`src/rtl/axi_rd_arbiter.sv`:
```
// Two-master AXI read-channel arbiter: IFU and LSU share one AR/R port, locked per transaction.
// Round-robin on simultaneous requests; R beats are counted against ARLEN to flag protocol errors.
module axi_rd_arbiter #(
    parameter int ID_W   = 5,
    parameter int ADDR_W = 64,
    parameter int DATA_W = 64
) (
    input  logic              clk,
    input  logic              rst,

    input  logic [ID_W-1:0]   ifu_ar_id,
    input  logic [ADDR_W-1:0] ifu_ar_addr,
    input  logic [7:0]        ifu_ar_len,
    input  logic [2:0]        ifu_ar_size,
    input  logic [1:0]        ifu_ar_burst,
    input  logic              ifu_ar_valid,
    output logic              ifu_ar_ready,
    output logic [ID_W-1:0]   ifu_r_id,
    output logic [DATA_W-1:0] ifu_r_data,
    output logic [1:0]        ifu_r_resp,
    output logic              ifu_r_last,
    output logic              ifu_r_valid,
    input  logic              ifu_r_ready,

    input  logic [ID_W-1:0]   lsu_ar_id,
    input  logic [ADDR_W-1:0] lsu_ar_addr,
    input  logic [7:0]        lsu_ar_len,
    input  logic [2:0]        lsu_ar_size,
    input  logic [1:0]        lsu_ar_burst,
    input  logic              lsu_ar_valid,
    output logic              lsu_ar_ready,
    output logic [ID_W-1:0]   lsu_r_id,
    output logic [DATA_W-1:0] lsu_r_data,
    output logic [1:0]        lsu_r_resp,
    output logic              lsu_r_last,
    output logic              lsu_r_valid,
    input  logic              lsu_r_ready,

    output logic [ID_W-1:0]   m_ar_id,
    output logic [ADDR_W-1:0] m_ar_addr,
    output logic [7:0]        m_ar_len,
    output logic [2:0]        m_ar_size,
    output logic [1:0]        m_ar_burst,
    output logic              m_ar_valid,
    input  logic              m_ar_ready,
    input  logic [ID_W-1:0]   m_r_id,
    input  logic [DATA_W-1:0] m_r_data,
    input  logic [1:0]        m_r_resp,
    input  logic              m_r_last,
    input  logic              m_r_valid,
    output logic              m_r_ready,

    output logic              busy,
    output logic              rd_err
);

    typedef enum logic [2:0] {IDLE, IFU_AR, IFU_R, LSU_AR, LSU_R} state_e;

    state_e            state_q;
    logic              last_lsu_q;
    logic [8:0]        beat_cnt_q;
    logic [7:0]        len_q;
    logic [ID_W-1:0]   id_q;
    logic              rd_err_q;
    logic              rd_err_d;
    logic              r_phase;
    logic              ar_hs;
    logic              r_hs;
    logic              at_len;

    // Combinational steering: the owner's bundle is passed straight through, everything else is zero.
    always_comb begin
        m_ar_id      = '0;
        m_ar_addr    = '0;
        m_ar_len     = '0;
        m_ar_size    = '0;
        m_ar_burst   = '0;
        m_ar_valid   = 1'b0;
        ifu_ar_ready = 1'b0;
        lsu_ar_ready = 1'b0;
        ifu_r_id     = '0;
        ifu_r_data   = '0;
        ifu_r_resp   = '0;
        ifu_r_last   = 1'b0;
        ifu_r_valid  = 1'b0;
        lsu_r_id     = '0;
        lsu_r_data   = '0;
        lsu_r_resp   = '0;
        lsu_r_last   = 1'b0;
        lsu_r_valid  = 1'b0;
        m_r_ready    = 1'b0;
        case (state_q)
            IFU_AR: begin
                m_ar_id      = ifu_ar_id;
                m_ar_addr    = ifu_ar_addr;
                m_ar_len     = ifu_ar_len;
                m_ar_size    = ifu_ar_size;
                m_ar_burst   = ifu_ar_burst;
                m_ar_valid   = ifu_ar_valid;
                ifu_ar_ready = m_ar_ready;
            end
            LSU_AR: begin
                m_ar_id      = lsu_ar_id;
                m_ar_addr    = lsu_ar_addr;
                m_ar_len     = lsu_ar_len;
                m_ar_size    = lsu_ar_size;
                m_ar_burst   = lsu_ar_burst;
                m_ar_valid   = lsu_ar_valid;
                lsu_ar_ready = m_ar_ready;
            end
            IFU_R: begin
                ifu_r_id    = m_r_id;
                ifu_r_data  = m_r_data;
                ifu_r_resp  = m_r_resp;
                ifu_r_last  = m_r_last;
                ifu_r_valid = m_r_valid;
                m_r_ready   = ifu_r_ready;
            end
            LSU_R: begin
                lsu_r_id    = m_r_id;
                lsu_r_data  = m_r_data;
                lsu_r_resp  = m_r_resp;
                lsu_r_last  = m_r_last;
                lsu_r_valid = m_r_valid;
                m_r_ready   = lsu_r_ready;
            end
            default: ;
        endcase
    end

    assign r_phase = (state_q == IFU_R) || (state_q == LSU_R);
    assign ar_hs   = m_ar_valid & m_ar_ready;
    assign r_hs    = m_r_valid & m_r_ready;
    assign at_len  = (beat_cnt_q == {1'b0, len_q});

    // Last must coincide exactly with beat len; any beat outside the R window is a stray.
    always_comb begin
        rd_err_d = rd_err_q;
        if (r_phase) begin
            if ((m_r_valid && (m_r_id != id_q)) || (r_hs && (m_r_last != at_len)))
                rd_err_d = 1'b1;
        end else if (m_r_valid) begin
            rd_err_d = 1'b1;
        end
    end

    always_ff @(posedge clk) begin
        if (rst) begin
            state_q    <= IDLE;
            last_lsu_q <= 1'b0;
            beat_cnt_q <= '0;
            len_q      <= '0;
            id_q       <= '0;
            rd_err_q   <= 1'b0;
        end else begin
            rd_err_q <= rd_err_d;
            case (state_q)
                IDLE: begin
                    if (lsu_ar_valid && (!ifu_ar_valid || !last_lsu_q)) begin
                        state_q    <= LSU_AR;
                        last_lsu_q <= 1'b1;
                    end else if (ifu_ar_valid) begin
                        state_q    <= IFU_AR;
                        last_lsu_q <= 1'b0;
                    end
                end
                IFU_AR, LSU_AR: begin
                    if (ar_hs) begin
                        len_q      <= m_ar_len;
                        id_q       <= m_ar_id;
                        beat_cnt_q <= '0;
                        state_q    <= (state_q == IFU_AR) ? IFU_R : LSU_R;
                    end
                end
                IFU_R, LSU_R: begin
                    if (r_hs) begin
                        beat_cnt_q <= beat_cnt_q + 9'd1;
                        if (m_r_last)
                            state_q <= IDLE;
                    end
                end
                default: state_q <= IDLE;
            endcase
        end
    end

    assign busy   = (state_q != IDLE);
    assign rd_err = rd_err_q;

endmodule

```
`config.mk`:
```
export PLATFORM = sky130hd
export DESIGN_NAME = axi_rd_arbiter
export DESIGN_NICKNAME = d
export VERILOG_FILES = /design/src/rtl/axi_rd_arbiter.sv
export SDC_FILE = /design/constraint.sdc
export NUM_CORES = 1
export LEC_CHECK = 0
export ABC_AREA = 1
export CORE_AREA = 2 2 186 188
export DETAILED_ROUTE_END_ITERATION = 10
export DIE_AREA = 0 0 188 190
export SLEW_MARGIN = 10
export SYNTH_ARGS = -nofsm -noshare
export SYNTH_HDL_FRONTEND = slang
export SYNTH_SLANG_ARGS = --single-unit
export TNS_END_PERCENT = 30
```
`constraint.sdc`:
```
create_clock -name clk -period 4.63 [get_ports clk]
set_clock_uncertainty 0.2 [all_clocks]
set_input_delay 0.463 -clock clk [delete_from_list [all_inputs] [get_ports clk]]
set_output_delay 0.463 -clock clk [all_outputs]
set_load 0.005 [all_outputs]
```
### Word level (Yosys, flattened, before mapping)

Index checks and enable logic that the tools add are counted.

* reductions and logical operators: 20
* multiplexer cells: 34
* equality and inequality tests: 12
* bitwise operators: 2
* $add $sub $neg: 1

Operators by type and width (number)
* 2-to-1 mux 64 bit: 2
* case mux 64 bit (2 select lines): 1
* 2-to-1 mux 3 bit: 6
* 2-to-1 mux 9 bit: 2
* case mux 9 bit (2 select lines): 1
* case mux 8 bit (2 select lines): 1
* 2-to-1 mux 1 bit: 11
* 2-to-1 mux 5 bit: 2
* case mux 5 bit (2 select lines): 1
* adder 9 x 1 -> 9 bit, second input constant: 1
* equality test 9 x 8 -> 1 bit: 1
* case mux 3 bit (3 select lines): 1
* equality test 3 x 2 -> 1 bit, second input constant: 2
* != test 2 bit, second input constant: 3
* case mux 3 bit (2 select lines): 1
* AND reduction 2 bit: 3
* nonzero test 2 bit: 3
* != test 5 bit: 1
* 2-to-1 mux 2 bit: 2
* case mux 1 bit (2 select lines): 2
* case mux 2 bit (2 select lines): 1
* AND reduction 4 bit: 1
* OR reduction 2 bit: 2
* equality test 3 x 1 -> 1 bit, second input constant: 1
* 11 further kinds: 17

* register bits: 27
* input port bits: 244
* logic and storage cells: 75

### Depth between registers and ports, before layout

* depth in word-level cells: 7
* gate-level depth with buffers: 12
* gate-level depth less buffers: 12

### Least setup slack after synthesis

No wires, ideal clock.

* path kind: register to output
* start point: reg state_q[1]
* end point: out lsu_r_data[0]
* arrival time: 1151 ps
* path buffers: 2
* data required time: 3967 ps
* stages on the path, launching flop included: 6
* path slack: 2816 ps
* cells stage by stage: dfxtp_1 inv_2 nand3_1 clkbuf_1 clkbuf_1 nor2_1

* word-level cells in the longest chain between the ends: 2

RTL lines
* from (decl): line 59 `state_e state_q;`
* from (signal assigned): line 172 `state_q <= (state_q == IFU_AR) ? IFU_R : LSU_R;`
* equality test 3 bit: line 92 `case (state_q)`
* 2-to-1 mux 64 bit: line 92
* to (decl): line 33 `output logic [DATA_W-1:0] lsu_r_data,`

Every way passes these cells.

### Worst setup path in the final report

* start point: reg state_q[1]
* end point: out m_ar_id[0]

* word-level cells in the longest chain between the ends: 2

RTL lines
* equality test 3 x 2 -> 1 bit or equality test 3 x 1 -> 1 bit (tied branches): line 92
* case mux 5 bit (2 select lines) *: line 92
* to (decl): line 39 `output logic [ID_W-1:0] m_ar_id,`

Every way passes the cells marked *; elsewhere a longest branch is shown, timed or not.

==> run metrics <==
flops & latches, synth=27; Synth top area share=0.226; top post-synthesis cells by area=a22o_1, nor2_1, dfxtp_1; main combinational cell family by area after synthesis=simple AND/OR/NAND/NOR gates; final setup fails=0; fin crit period=3480 ps; total number of vias=5,400; drt pass-1 iters=4; Final period util=0.751; count of pins over their slew limit=0; Setup WS post-layout=1150 ps; type of origin of the critical path=register; top-count cell post-synth=nor2_1; area grow syn2layout=167%; Req. time, crit path=between 3000 and 4000 ps; Clock transition at path regs=70 ps; Worst Tran Pin Value=1080 ps; Sink Count=27; Antenna Nets Post-Route=0; top_reg_cell synth=dfxtp_1; GPL Wtd Cong=0.868; DP Wirelength=20,600 um; chip width=188 um; Synth Area in Simple Gates=0.329; fmax=0.288 GHz; post-synthesis instance total=about 570; largest net degree at the start of global routing=68; Tightest Hold Check Type=register to register; synth cell count leaders=nor2_1, inv_1, a22o_1; core area=about 34,000 um2; DRC violations left=0; crit end category=output pin; final setup TNS=0 ps; post-synthesis compound-gate area fraction=0.300; # nets final=around 1,300; kind of critical path=register to output pin; Leak=between 3 and 4 nW; Max stage delay on crit path=810 ps; ys async rst share=0; warning count from the yosys run=0; R2R Setup Slk=about 1700 ps; max-cap viol count=0; post-synthesis mux area share=0; Seq/Total Area, Yosys=0.170; number of synthesized flops with an enable pin=0; DRT iter0 DRCs=167; CTS Root Cell=clkbuf_16; Rel. slew slack=0.275; DR WL/cell=15.9 um; slowest CP cell=nor2_4; Boundary Pins=~480; first-pass GRT wire length=32,500 um; site row count=68; Synth Area in Adders=0.00393; RSZ-0062 raised after global routing=false; Max clock buf depth=2; Initial Util=0.0938; vias in the first global route=approximately 5,200; syn nets=817; clk_lat worst skew=270 ps; Overflow after GRT=0; post-synthesis xor/xnor area fraction=0.0138; die area=35,700 um2; VDD IR max=0.153 mV; cell accounting for the most synthesized area=a22o_1; Post-Syn Area=roughly 3200 um2; worst-path cell chain=inv_2 -> nor2_4 -> buf_12 -> a22o_1 -> clkdlybuf4s50_1; # hold bufs at CTS=0; Vias/cell=3.66; initial antenna violation count=1; CTS tree=built; htree depth=1; cts bufs inserted=3; status=complete, no violations; share of cells above drive strength 1=0.0246; Total Routing Usage GR=0.119; Setup Buffers After CTS=0; final wirelength=23,400 um; PwrDens=282 nW/um2; WP data arrival=2810 ps; Hold Vio Cnt, Final=0; post-CTS sizing=0; mean post-synth cell area=5.56 um2; DP Worst Slack=1410 ps; IO buf count=477; Yosys cell types=25; Max Fanout on Critical Path=between 40 and 50; Die Y=190 um
routing by layer:
metal | GRT usage | wire (um)
met5 | 0 | 0
met4 | 0.0254 | 347
met3 | 0.0207 | 1470
met2 | 0.222 | 12000
met1 | 0.142 | 9610
flip-flops by register name (all words and copies together) (netlist names):
register / cells
beat_cnt_q: 9
id_q: 5
last_lsu_q: 1
len_q: 8
rd_err: 1
state_q: 3
worst max-delay path, delay by kind of cell (launching register included):
family                 cells  cell delay (ps)
DFF                        1              450
buffers and inverters      3              970
AOI/OAI and AO/OA          1              250
and+or+nand+nor            1              810
layout by cell type (no fill, tap or decap), types with 4 or more instances in the layout:
cell,Yosys,routed
clkdlybuf4s50_1,0,477
nor2_1,182,182
inv_1,104,104
a22o_1,82,82
nand2_1,51,51
dfxtp_1,27,27
a21oi_1,18,18
o21ai_0,17,17
nand3_1,16,14
o21ai_1,7,7
inv_2,5,5
nand2_2,4,4
worst paths after layout:
| check | start | endpoint | cells past startpoint |
|---|---|---|---|
| setup reg to reg | state_q[2] | beat_cnt_q[3] | 12 |
| hold reg to reg | last_lsu_q | last_lsu_q | 2 |
| hold / removal | last_lsu_q | last_lsu_q | 2 |
| setup / recovery | state_q[1] | m_ar_id[0] | 5 |
stage by stage:
stage / hold slack, ps / total power (W) / util / instances / area, um2
6_report: 268 / 0.00240 / 0.251 / 1474 / 8510
5_1_grt: 308 / 0.00257 / 0.251 / 1473 / 8510
4_1_cts: 272 / 0.00245 / 0.251 / 1473 / 8510
3_5_place_dp: 261 / 0.00224 / 0.248 / 1469 / 8430
3_3_place_gp: 248 / 0.00223 / 0.248 / 1469 / 8430
2_1_floorplan: 239 / 0.00101 / - / 572 / 3180
logic make-up after synthesis:
family          Yosys count
buf+inv                 148
simple gates            263
xor+xnor                  5
flops                    27
fa+ha+maj                 1
compound gates          128
area by class of cell:
type	instances	area (um2)
diodes	1	2.50
clock buffers	3	75.1
clock inverters	1	7.51
fillers	3713	25400
inverters	109	409
multi-input cells	397	2080
flip-flops and latches	27	541
well taps	455	569
repair buffers	481	4830
power breakdown:
part	switching, W	internal, W
Combinational	0.000850	0.00106
Sequential	0.0000264	0.000263
Clock	0.0000860	0.000118
No activity file was read; power rests on OpenSTA's default activity.
